### config.mk
export PLATFORM = sky130hd
export DESIGN_NAME = fetch_queue_top
export DESIGN_NICKNAME = d
export VERILOG_FILES = /design/src/rtl/fetch_queue_top.sv
export SDC_FILE = /design/constraint.sdc
export NUM_CORES = 1
export LEC_CHECK = 0
export BUFFER_PORTS_ARGS = -buffer_cell sky130_fd_sc_hd__buf_4
export CAP_MARGIN = 30
export CORE_AREA = 4 4 198 200
export CTS_CLUSTER_DIAMETER = 60
export DETAILED_ROUTE_END_ITERATION = 12
export DIE_AREA = 0 0 202 204
export PLACE_DENSITY = 0.75
export SYNTH_ARGS = -nofsm -noshare
export SYNTH_HDL_FRONTEND = slang
export SYNTH_SLANG_ARGS = --single-unit
### constraint.sdc
create_clock -name clk -period 2.2 [get_ports clk]
set_input_delay 0.11 -clock clk [delete_from_list [all_inputs] [get_ports clk]]
set_output_delay 0.11 -clock clk [all_outputs]
set_load 0.03 [all_outputs]
### src/rtl/fetch_queue_top.sv
// Decoupled fetch stage: sequential PC generation, 1-cycle-latency imem requests,
// and a DEPTH-entry FIFO of {instr, pc, pc+4} feeding decode, with redirect flush.
module fetch_queue_top #(
    parameter int unsigned            DATA_WIDTH = 32,
    parameter int unsigned            DEPTH      = 4,
    parameter logic [DATA_WIDTH-1:0]  RESET_PC   = '0
) (
    input  logic                          clk,
    input  logic                          rst,
    input  logic                          redirect_valid,
    input  logic [DATA_WIDTH-1:0]         redirect_pc,
    output logic                          imem_req,
    output logic [DATA_WIDTH-1:0]         imem_addr,
    input  logic [DATA_WIDTH-1:0]         imem_rdata,
    output logic                          out_valid,
    input  logic                          out_ready,
    output logic [DATA_WIDTH-1:0]         out_Instr,
    output logic [DATA_WIDTH-1:0]         out_PC,
    output logic [DATA_WIDTH-1:0]         out_PCPlus4,
    output logic [$clog2(DEPTH+1)-1:0]    count
);

    localparam int unsigned CW = $clog2(DEPTH + 1);
    localparam int unsigned PW = (DEPTH > 1) ? $clog2(DEPTH) : 1;
    localparam logic [PW-1:0] LAST_PTR = PW'(DEPTH - 1);

    logic [DATA_WIDTH-1:0] pc_q, pc_d;
    logic                  inflight_q, inflight_d;
    logic [DATA_WIDTH-1:0] inflight_pc_q, inflight_pc_d;
    logic [PW-1:0]         rd_ptr_q, rd_ptr_d;
    logic [PW-1:0]         wr_ptr_q, wr_ptr_d;
    logic [CW-1:0]         count_q, count_d;

    logic [DATA_WIDTH-1:0] instr_mem_q [DEPTH];
    logic [DATA_WIDTH-1:0] pc_mem_q    [DEPTH];
    logic [DATA_WIDTH-1:0] pcp4_mem_q  [DEPTH];

    logic [CW:0] occupancy;
    logic        push;
    logic        pop;

    function automatic logic [PW-1:0] ptr_inc(input logic [PW-1:0] p);
        return (p == LAST_PTR) ? '0 : p + 1'b1;
    endfunction

    // Credit counts in-flight fetches but not same-cycle pops, so a push always has a free slot.
    assign occupancy = {1'b0, count_q} + (CW+1)'(inflight_q);
    assign imem_req  = rst && !redirect_valid && (occupancy < (CW+1)'(DEPTH));
    assign imem_addr = pc_q;

    assign push = inflight_q && !redirect_valid;
    assign pop  = (count_q != '0) && out_ready && !redirect_valid;

    assign out_valid   = (count_q != '0);
    assign out_Instr   = instr_mem_q[rd_ptr_q];
    assign out_PC      = pc_mem_q[rd_ptr_q];
    assign out_PCPlus4 = pcp4_mem_q[rd_ptr_q];
    assign count       = count_q;

    always_comb begin
        pc_d          = pc_q;
        inflight_d    = 1'b0;
        inflight_pc_d = inflight_pc_q;
        rd_ptr_d      = rd_ptr_q;
        wr_ptr_d      = wr_ptr_q;
        count_d       = count_q;

        if (redirect_valid) begin
            pc_d     = {redirect_pc[DATA_WIDTH-1:2], 2'b00};
            rd_ptr_d = '0;
            wr_ptr_d = '0;
            count_d  = '0;
        end else begin
            if (imem_req) begin
                pc_d          = pc_q + DATA_WIDTH'(4);
                inflight_d    = 1'b1;
                inflight_pc_d = pc_q;
            end
            if (push) begin
                wr_ptr_d = ptr_inc(wr_ptr_q);
            end
            if (pop) begin
                rd_ptr_d = ptr_inc(rd_ptr_q);
            end
            case ({push, pop})
                2'b10:   count_d = count_q + 1'b1;
                2'b01:   count_d = count_q - 1'b1;
                default: count_d = count_q;
            endcase
        end
    end

    always_ff @(posedge clk or negedge rst) begin
        if (!rst) begin
            pc_q          <= RESET_PC;
            inflight_q    <= 1'b0;
            inflight_pc_q <= '0;
            rd_ptr_q      <= '0;
            wr_ptr_q      <= '0;
            count_q       <= '0;
        end else begin
            pc_q          <= pc_d;
            inflight_q    <= inflight_d;
            inflight_pc_q <= inflight_pc_d;
            rd_ptr_q      <= rd_ptr_d;
            wr_ptr_q      <= wr_ptr_d;
            count_q       <= count_d;
        end
    end

    always_ff @(posedge clk or negedge rst) begin
        if (!rst) begin
            for (int unsigned i = 0; i < DEPTH; i++) begin
                instr_mem_q[i] <= '0;
                pc_mem_q[i]    <= '0;
                pcp4_mem_q[i]  <= '0;
            end
        end else if (push) begin
            instr_mem_q[wr_ptr_q] <= imem_rdata;
            pc_mem_q[wr_ptr_q]    <= inflight_pc_q;
            pcp4_mem_q[wr_ptr_q]  <= inflight_pc_q + DATA_WIDTH'(4);
        end
    end

endmodule

Word-level counts from Yosys, hierarchy flattened
Cells that the tools add are included.
- flip-flop bits (word level): 456
- input port bits: 68
- word-level logic and storage cells: 75
- add/subtract/negate cells: 7
- magnitude comparators: 4
- eq/ne operators: 4
- mux-type cells: 26
- bitwise gates (word level): 3
- reduce and logical (&&, ||, !) cells: 13
- operator list (cell ; count):
    $bwmux W128 ; 3
    $mux W32 ; 9
    $bmux W32 S2 ; 3
    $add A32 B3 Y32 const B ; 2
    $demux W32 S2 ; 1
    $mux W2 ; 6
    $eq A2 B2 Y1 const B ; 3
    $ge A3 B3 Y1 const B ; 2
    $logic_and A1 B1 Y1 ; 6
    $not A2 Y3 ; 2
    $pmux W3 S2 ; 1
    $reduce_bool A2 Y1 ; 3
    $reduce_bool A3 Y1 ; 2
    $add A2 B1 Y2 const B ; 2
    $add A3 B1 Y4 ; 1
    $lt A4 B3 Y1 const B ; 1
    $add A3 B1 Y3 const B ; 1
    $lt A3 B1 Y1 const B ; 1
    $mux W3 ; 1
    $sub A3 B1 Y3 const B ; 1
    $eq A2 B1 Y1 const B ; 1
    $mux W1 ; 2
    $reduce_and A2 Y1 ; 1
    $logic_not A1 Y1 ; 1
    $not A1 Y1 ; 1

Logic depth before layout (Yosys ltp)
Gate-level depths: netlist of the first run.
- word-level depth: 6
- mapped depth: 9

Worst setup path after synthesis of the first run
OpenSTA, ideal clock, no wires.
- path kind: register to register
- start point: register count_q[0] (netlist: count[0])
- end point: register count_q[2] (netlist: count[2])
- library setup time: 0.132 ns
- arrival: 2.099 ns
- data required time: 2.068 ns
- setup slack: -0.031 ns
- cell stages (with the launch flop): 8
- path buffers: 0
- clock period less this slack: 2.231 ns
- cell sequence: dfrtp_1 > o31ai_2 > nor3_1 > fa_1 > or3_1 > nand2_1 > xnor2_1 > nor2_1
- cells in the longest elaborated chain, start to end: 6
- elaborated cells between the ends (all ways): 10
- those cells by class: 2 x add/sub; 2 x eq/ne; 2 x mux; 4 x reduce/logical
- RTL lines (item ; line ; text):
    start: declaration ; 32 ; logic [CW-1:0] count_q, count_d;
    start signal: assignment ; 107 ; count_q <= count_d;
    $reduce_bool A3 Y1 ; 52 ; assign pop = (count_q != '0) && out_ready && !redirect_valid;
    $logic_and A1 B1 Y1 (2 in series) ; 52 ;
    $eq A2 B1 Y1 / $eq A2 B2 Y1 (equally long branches) ; 85 ; case ({push, pop})
    $pmux W3 S2 ; 85 ;
    $mux W3 ; 68 ; if (redirect_valid) begin
Several ways; a longest one is shown, not always the timed one.
A chain may end at the register's enable or synchronous reset.

Worst setup path in the final report of the first run
- start point: register rd_ptr_q[0]
- end point: output port out_PCPlus4[12]
- cells in the longest elaborated chain, start to end: 4
- RTL lines (item ; line ; text):
    start: declaration ; 30 ; logic [PW-1:0] rd_ptr_q, rd_ptr_d;
    start signal: assignment ; 105 ; rd_ptr_q <= rd_ptr_d;
    $not A2 Y3 (not written as such) ; 57 ; assign out_PCPlus4 = pcp4_mem_q[rd_ptr_q];
    $bmux W32 S2 ; 57 ;
    $mux W32 (not written as such) (2 in series) ; 57 ;
    end: declaration ; 19 ; output logic [DATA_WIDTH-1:0] out_PCPlus4,
Every way passes these cells. The select of a mux whose other input is x is not followed.

==> results.ini, run 1 <==
[sta]
skew_ps=16.3
fmax_mhz=455
period_share=0.999
drv_slew=0
min_period_ps=2200
fin_ws_ps=1.70
report.final.hold_viol_count=0
relSlewSlack=0.311
finalSetupViolCount=0
rsz0062_at_grt=yes
worst_pin_slew_ps=1030

[cts]
cts_buffers=47
insertion_delay_ps=570
cts.sink_count=436
clock_path_buffers=3
cts_tree=built
clock-root-buffer=clkbuf_16
htree_levels=2
path_clk_slew_ps=60

[logic_synthesis]
synth_warnings=0
synthAdderAreaFrac=0.00550
synth_top_family_by_area=multiplexers
synthXorXnorAreaFrac=0.0148
seq_area_frac_synth=0.557
synth-seq-cells=436
synth_area_mm2=0.0196
syn_inst=1520
synth_edf_count=0
ys.flop_type=dfrtp_1
ys_async_sr_fraction=1.00
synthMuxAreaShare=0.248
ys_types=49
synth_compound_area_frac=0.0537
avgSynthCellArea_um2=12.9
synthSimpleGateAreaFrac=0.0899

[final_layout]
nFillCells=2677
drive_gt1_frac=0.392
final_nets=1890
syn2layout_area_growth_pct=26.8
diodes=0

[run]
cap_violations=0

[drt]
wl_per_cell_um=20.1
drc=0
viasPerCell=5.65
dr.first_iter.drc_count=817
dr_total_vias=13311
routed_wl_mm=47.4
drt_pass1_iterations=5
antenna_left=0

[worst_setup_path]
crit_slowest_cell=mux4_2
crit_type=reg -> out
critical_path_required_ps=2090
crit-reg2reg-launch=imem_addr[2]
r2r_slack_ps=210
start_kind=flip-flop
cpPeakStageDelay_ps=540
reg2reg_depth=6
crit_path_end_kind=output port
path_cells=buf_12, clkbuf_16, mux4_2, buf_6
cp.arrival_ps=2090
r2r_end=imem_addr[30]
path_max_fanout=8

[worst_hold_path]
holdCritStartpoint=out_ready
hp-class=in -> reg
whs_path_depth=5
whs_endpoint=rd_ptr_q[0]

[place]
dpl.hpwl_mm=30.6
port_buffers=192
pre_cts_ws_ps=84.3
place_congestion=0.829

[power_and_ir_drop]
finalPower_uw=32600
vdd_drop_max_mv=0.951
powerDensity_mw_per_mm2=1310
p_leak_uw=0.0115

[global_routing]
grt_pass1_wl_mm=75.8
grt_overflow=0
grt_max_degree=188
antenna_found_initial=0
first_global_vias=13807
track_usage=0.229

[floorplan]
ioPinCount=201
core_mm2=0.0374
die-area_mm2=0.0412
die_h_um=204
initial_utilization=0.524
row_count=71
die_x_um=202

[run_status]
outcome=finished, final reports clean

synth_stat cells (8+ instances only):
master | instances | area, um^2
dfrtp_1 | 436 | 10900
nand2_1 | 250 | 938
mux2_2 | 244 | 2750
o21ai_0 | 127 | 636
mux4_2 | 92 | 2070
buf_2 | 53 | 265
clkbuf_1 | 49 | 184
nand3_1 | 36 | 180
nor2_1 | 26 | 97.6
nand4_1 | 20 | 125
xnor2_1 | 17 | 149
o21ai_1 | 16 | 80.1
xor2_1 | 16 | 140
and3_1 | 11 | 68.8
o211ai_1 | 10 | 75.1
buf_4 | 8 | 60.1
inv_1 | 8 | 30.0
or3_1 | 8 | 50.1
placed cells by master, fill, tap and decap left out, types with 5 or more instances in the layout:
cell type | netlist | layout
o211ai_1 | 10 | 10
mux4_2 | 92 | 92
xnor2_1 | 17 | 17
nand4_1 | 20 | 20
dlygate4sd3_1 | 0 | 64
clkbuf_8 | 0 | 8
a31oi_1 | 5 | 5
a221o_1 | 6 | 6
dfrtp_1 | 436 | 434
ha_1 | 7 | 7
nor3_1 | 7 | 7
nor3_2 | 6 | 6
and3_1 | 11 | 11
nor2_1 | 26 | 25
o311ai_0 | 7 | 7
mux2_2 | 244 | 244
clkinv_2 | 0 | 5
xor2_1 | 16 | 16
and2_1 | 5 | 5
o21ai_0 | 127 | 127
inv_1 | 8 | 8
buf_12 | 0 | 20
clkbuf_16 | 0 | 54
conb_1 | 1 | 6
nand3_1 | 36 | 35
buf_4 | 8 | 199
nand2_1 | 250 | 246
buf_6 | 1 | 65
and4_1 | 5 | 5
or3_1 | 8 | 8
o21ai_1 | 16 | 16
buf_16 | 0 | 6
clkbuf_1 | 49 | 16
logic make-up (layout without fill, tap and decap cells):
| logic type | after synthesis | after routing |
|---|---|---|
| multiplexers | 340 | 340 |
| flip-flops | 436 | 436 |
| AO/OA/AOI/OAI | 185 | 185 |
| other | 1 | 6 |
| adder cells (fa/ha/maj) | 8 | 8 |
| XOR/XNOR | 33 | 33 |
| AND/OR/NAND/NOR | 387 | 387 |
| buffers and inverters | 130 | 452 |
layout make-up:
| cell class | instances | area (um^2) | area share |
|---|---|---|---|
| Clock buffer | 73 | 1400 | 0.0562 |
| Clock inverter | 9 | 101 | 0.00408 |
| Inverter | 8 | 30.0 | 0.00121 |
| Multi-Input combinational cell | 959 | 8140 | 0.328 |
| Sequential cell | 436 | 10900 | 0.440 |
| Tap cell | 511 | 639 | 0.0258 |
| Timing Repair Buffer | 362 | 3600 | 0.145 |
worst max-delay path by stage:
stage                           start               to  slack, ps  depth (start not counted)
final                     rd_ptr_q[0]  out_PCPlus4[12]          2                          4
after global routing      rd_ptr_q[0]  out_PCPlus4[21]        -60                          4
after CTS                 rd_ptr_q[0]  out_PCPlus4[21]        -40                          4
after detailed placement   inflight_q  pcp4_mem_q[104]         80                          5
after global placement     inflight_q   pcp4_mem_q[87]        180                          6
after floorplan              count[0]         count[2]         70                          7
metrics by stage:
stage                     std cells  TNS, ps  hold slack, ps  area [um^2]  utilization
after floorplan                1525        0            -186        19600            -
after detailed placement       2189        0           -8.30        22100        0.590
final                          2358        0            47.8        24800        0.664
after global placement         2189        0           -9.71        22100        0.590
after CTS                      2343     -346            21.3        24400        0.653
after global routing           2358    -1500            59.2        24800        0.664
worst max-delay path, delay by kind of cell (launching register included):
family,cells,cell delay [ps]
DFF,1,440
buffers and inverters,3,530
muxes,1,540
registers in the layout, indices dropped and copies added (netlist names):
signal / count
instr_mem_q: 128
pc_mem_q: 120
pcp4_mem_q: 120
imem_addr: 30
inflight_pc_q: 30
count: 3
rd_ptr_q: 2
wr_ptr_q: 2
inflight_q: 1
repair_timing:
item,4_1_cts,5_1_grt
pin swaps,0,0
hold buffers,65,0
setup buffers,7,9
cloned,0,5
endpoints found under the hold margin,335,0
resized for setup,28,50
setup endpoints to repair,92,82
report_power, final:
part	total [uW]	switching (uW)	internal [uW]
registers	11600	1340	10200
clock network	7680	3100	4580
logic	13300	6950	6380
total	32600	11400	21200
metal layers:
metal | vias up | part of all wire | GRT usage
met5 | - | 0 | 0
met1 | 6832 | 0.45 | 0.327
li1 | 6043 | - | -
met4 | 0 | 0.019 | 0.0547
met3 | 57 | 0.055 | 0.0428
met2 | 379 | 0.48 | 0.371
No activity file was read; power rests on OpenSTA's default activity.
==> run 2: changes to the inputs <==
RECOVER_POWER = 50   (was default)
==> results.ini, run 2 (same netlist as run 1, synthesis figures left out) <==
[run_status]
outcome=finished with violations
violations=capacitance limit, slew limit

[cts]
path_clk_slew_ps=60
htree_levels=2
clock_path_buffers=3
cts_tree=built
cts.sink_count=436
insertion_delay_ps=570
clock-root-buffer=clkbuf_16
cts_buffers=47

[run]
cap_violations=1

[worst_setup_path]
path_max_fanout=8
reg2reg_depth=5
crit_type=reg -> out
cp_num_buf_inv=3
cp.arrival_ps=2080
critPathTopFamily=multiplexers
critical_path_required_ps=2090
start_kind=flip-flop
cpPeakStageDelay_ps=540
crit_slowest_cell=mux4_2
path_cells=buf_12, clkbuf_16, mux4_2, buf_6
path_depth=4
crit_path_end_kind=output port

[global_routing]
antenna_found_initial=0
grt_pass1_wl_mm=75.8
first_global_vias=13807
track_usage=0.229
grt_max_degree=188
grt_overflow=0

[floorplan]
die_h_um=204
row_count=71
die-area_mm2=0.0412
core_mm2=0.0374
initial_utilization=0.524
die_x_um=202
ioPinCount=201

[final_layout]
drive_gt1_frac=0.379
final_common_cell=dfrtp_1
final_cell_area_mm2=0.0247
diodes=0
final_cell_mix=dfrtp_1 (434), nand2_1 (246), mux2_2 (244), buf_4 (177), o21ai_0 (127)
syn2layout_area_growth_pct=26.1
largest_reg_flops=128
top_register=instr_mem_q
reg_top3=instr_mem_q x128, pc_mem_q x120, pcp4_mem_q x120
final_nets=1890

[sta]
whs_ps=48.7
relSlewSlack=-0.0221
period_share=0.996
finalSetupViolCount=0
worst_pin_slew_ps=1530
fin_ws_ps=8.58
rsz0062_at_grt=yes
fmax_mhz=456
drv_slew=28
min_period_ps=2190
report.final.hold_viol_count=0
skew_ps=16.9

[power_and_ir_drop]
net-switching-power_uw=11400
combPwrFrac=0.408
p_clk_frac=0.236
p_leak_uw=0.0114
internal-power_uw=21100
seq_power_share=0.356
switching_share=0.350
vdd_drop_max_mv=0.948
powerDensity_mw_per_mm2=1320
finalPower_uw=32500

[place]
placedInstanceArea_mm2=0.0221
dpl.hpwl_mm=30.6
pre_cts_ws_ps=84.3
port_buffers=192
place_congestion=0.829

[drt]
met3_length_mm=2.36
maxUsedRoutingLayer=met4
met2_length_mm=22.7
wl_per_cell_um=20.1
dr_total_vias=13265
drc=0
dr.first_iter.drc_count=832
drt_pass1_iterations=5
routed_wl_mm=47.4
viasPerCell=5.63
antenna_left=0
wl_met1_mm=21.5

[worst_hold_path]
hp-class=in -> reg
whs_path_depth=5

run 2: cell types whose count changed in the layout (fill, tap and decap cells not counted), sizes merged:
cell | before | now
buf | 293 | 267
clkbuf | 78 | 104
run 2: metal layers:
layer / track usage / up-vias
met3: 0.0428 / 61
li1: - / 6034
met4: 0.0547 / 0
met2: 0.371 / 327
met5: 0 / -
met1: 0.327 / 6843
run 2: final cells by class:
class	count	area [um^2]
fillers	2709	12700
flip-flops and latches	436	10900
multi-input cells	959	8140
repair buffers	362	3460
clock buffers	73	1400
well taps	511	639
clock inverters	9	101
inverters	8	30.0
run 2: timing repair:
action | in CTS | in global routing
endpoints found under the setup margin | 92 | 82
hold endpoints to repair | 335 | 0
gates resized for setup | 28 | 50
pin swaps | 0 | 0
hold buffers | 65 | 0
gates cloned | 0 | 5
setup buffers | 7 | 9
run 2: power by group through the flow:
| stage | clock network (uW) | logic [uW] | registers, uW |
|---|---|---|---|
| after detailed placement | 0 | 12100 | 11800 |
| after global placement | 0 | 11900 | 11600 |
| after CTS | 7840 | 12700 | 11600 |
| after global routing | 8190 | 14100 | 11800 |
| final | 7680 | 13300 | 11600 |
| after floorplan | 0 | 7760 | 11400 |
run 2: path summary, 6_finish.rpt:
check / endpoint / slack [ps] / start
hold reg to reg: pcp4_mem_q[119] / 480 / pcp4_mem_q[119]
hold / removal: rd_ptr_q[0] / 50 / out_ready
setup / recovery: out_PCPlus4[12] / 9 / rd_ptr_q[0]
setup reg to reg: pcp4_mem_q[49] / 210 / inflight_pc_q[9]
max in group asynchronous: inflight_pc_q[24] / 370 / rst
min in group asynchronous: instr_mem_q[5] / 400 / rst
run 2: worst reg2reg max path, stage by stage (launching register included):
cell and delay (ps):
dfrtp_1 350, nand3_1 230, or3_1 610, nor3_2 190, xnor2_1 280, o21ai_0 200
run 2: per-stage QoR:
step,cells,TNS [ps],utilization
after floorplan,1525,0,-
after global placement,2189,0,0.590
after detailed placement,2189,0,0.590
after CTS,2343,-346,0.653
after global routing,2358,-1500,0.660
final,2358,0,0.660
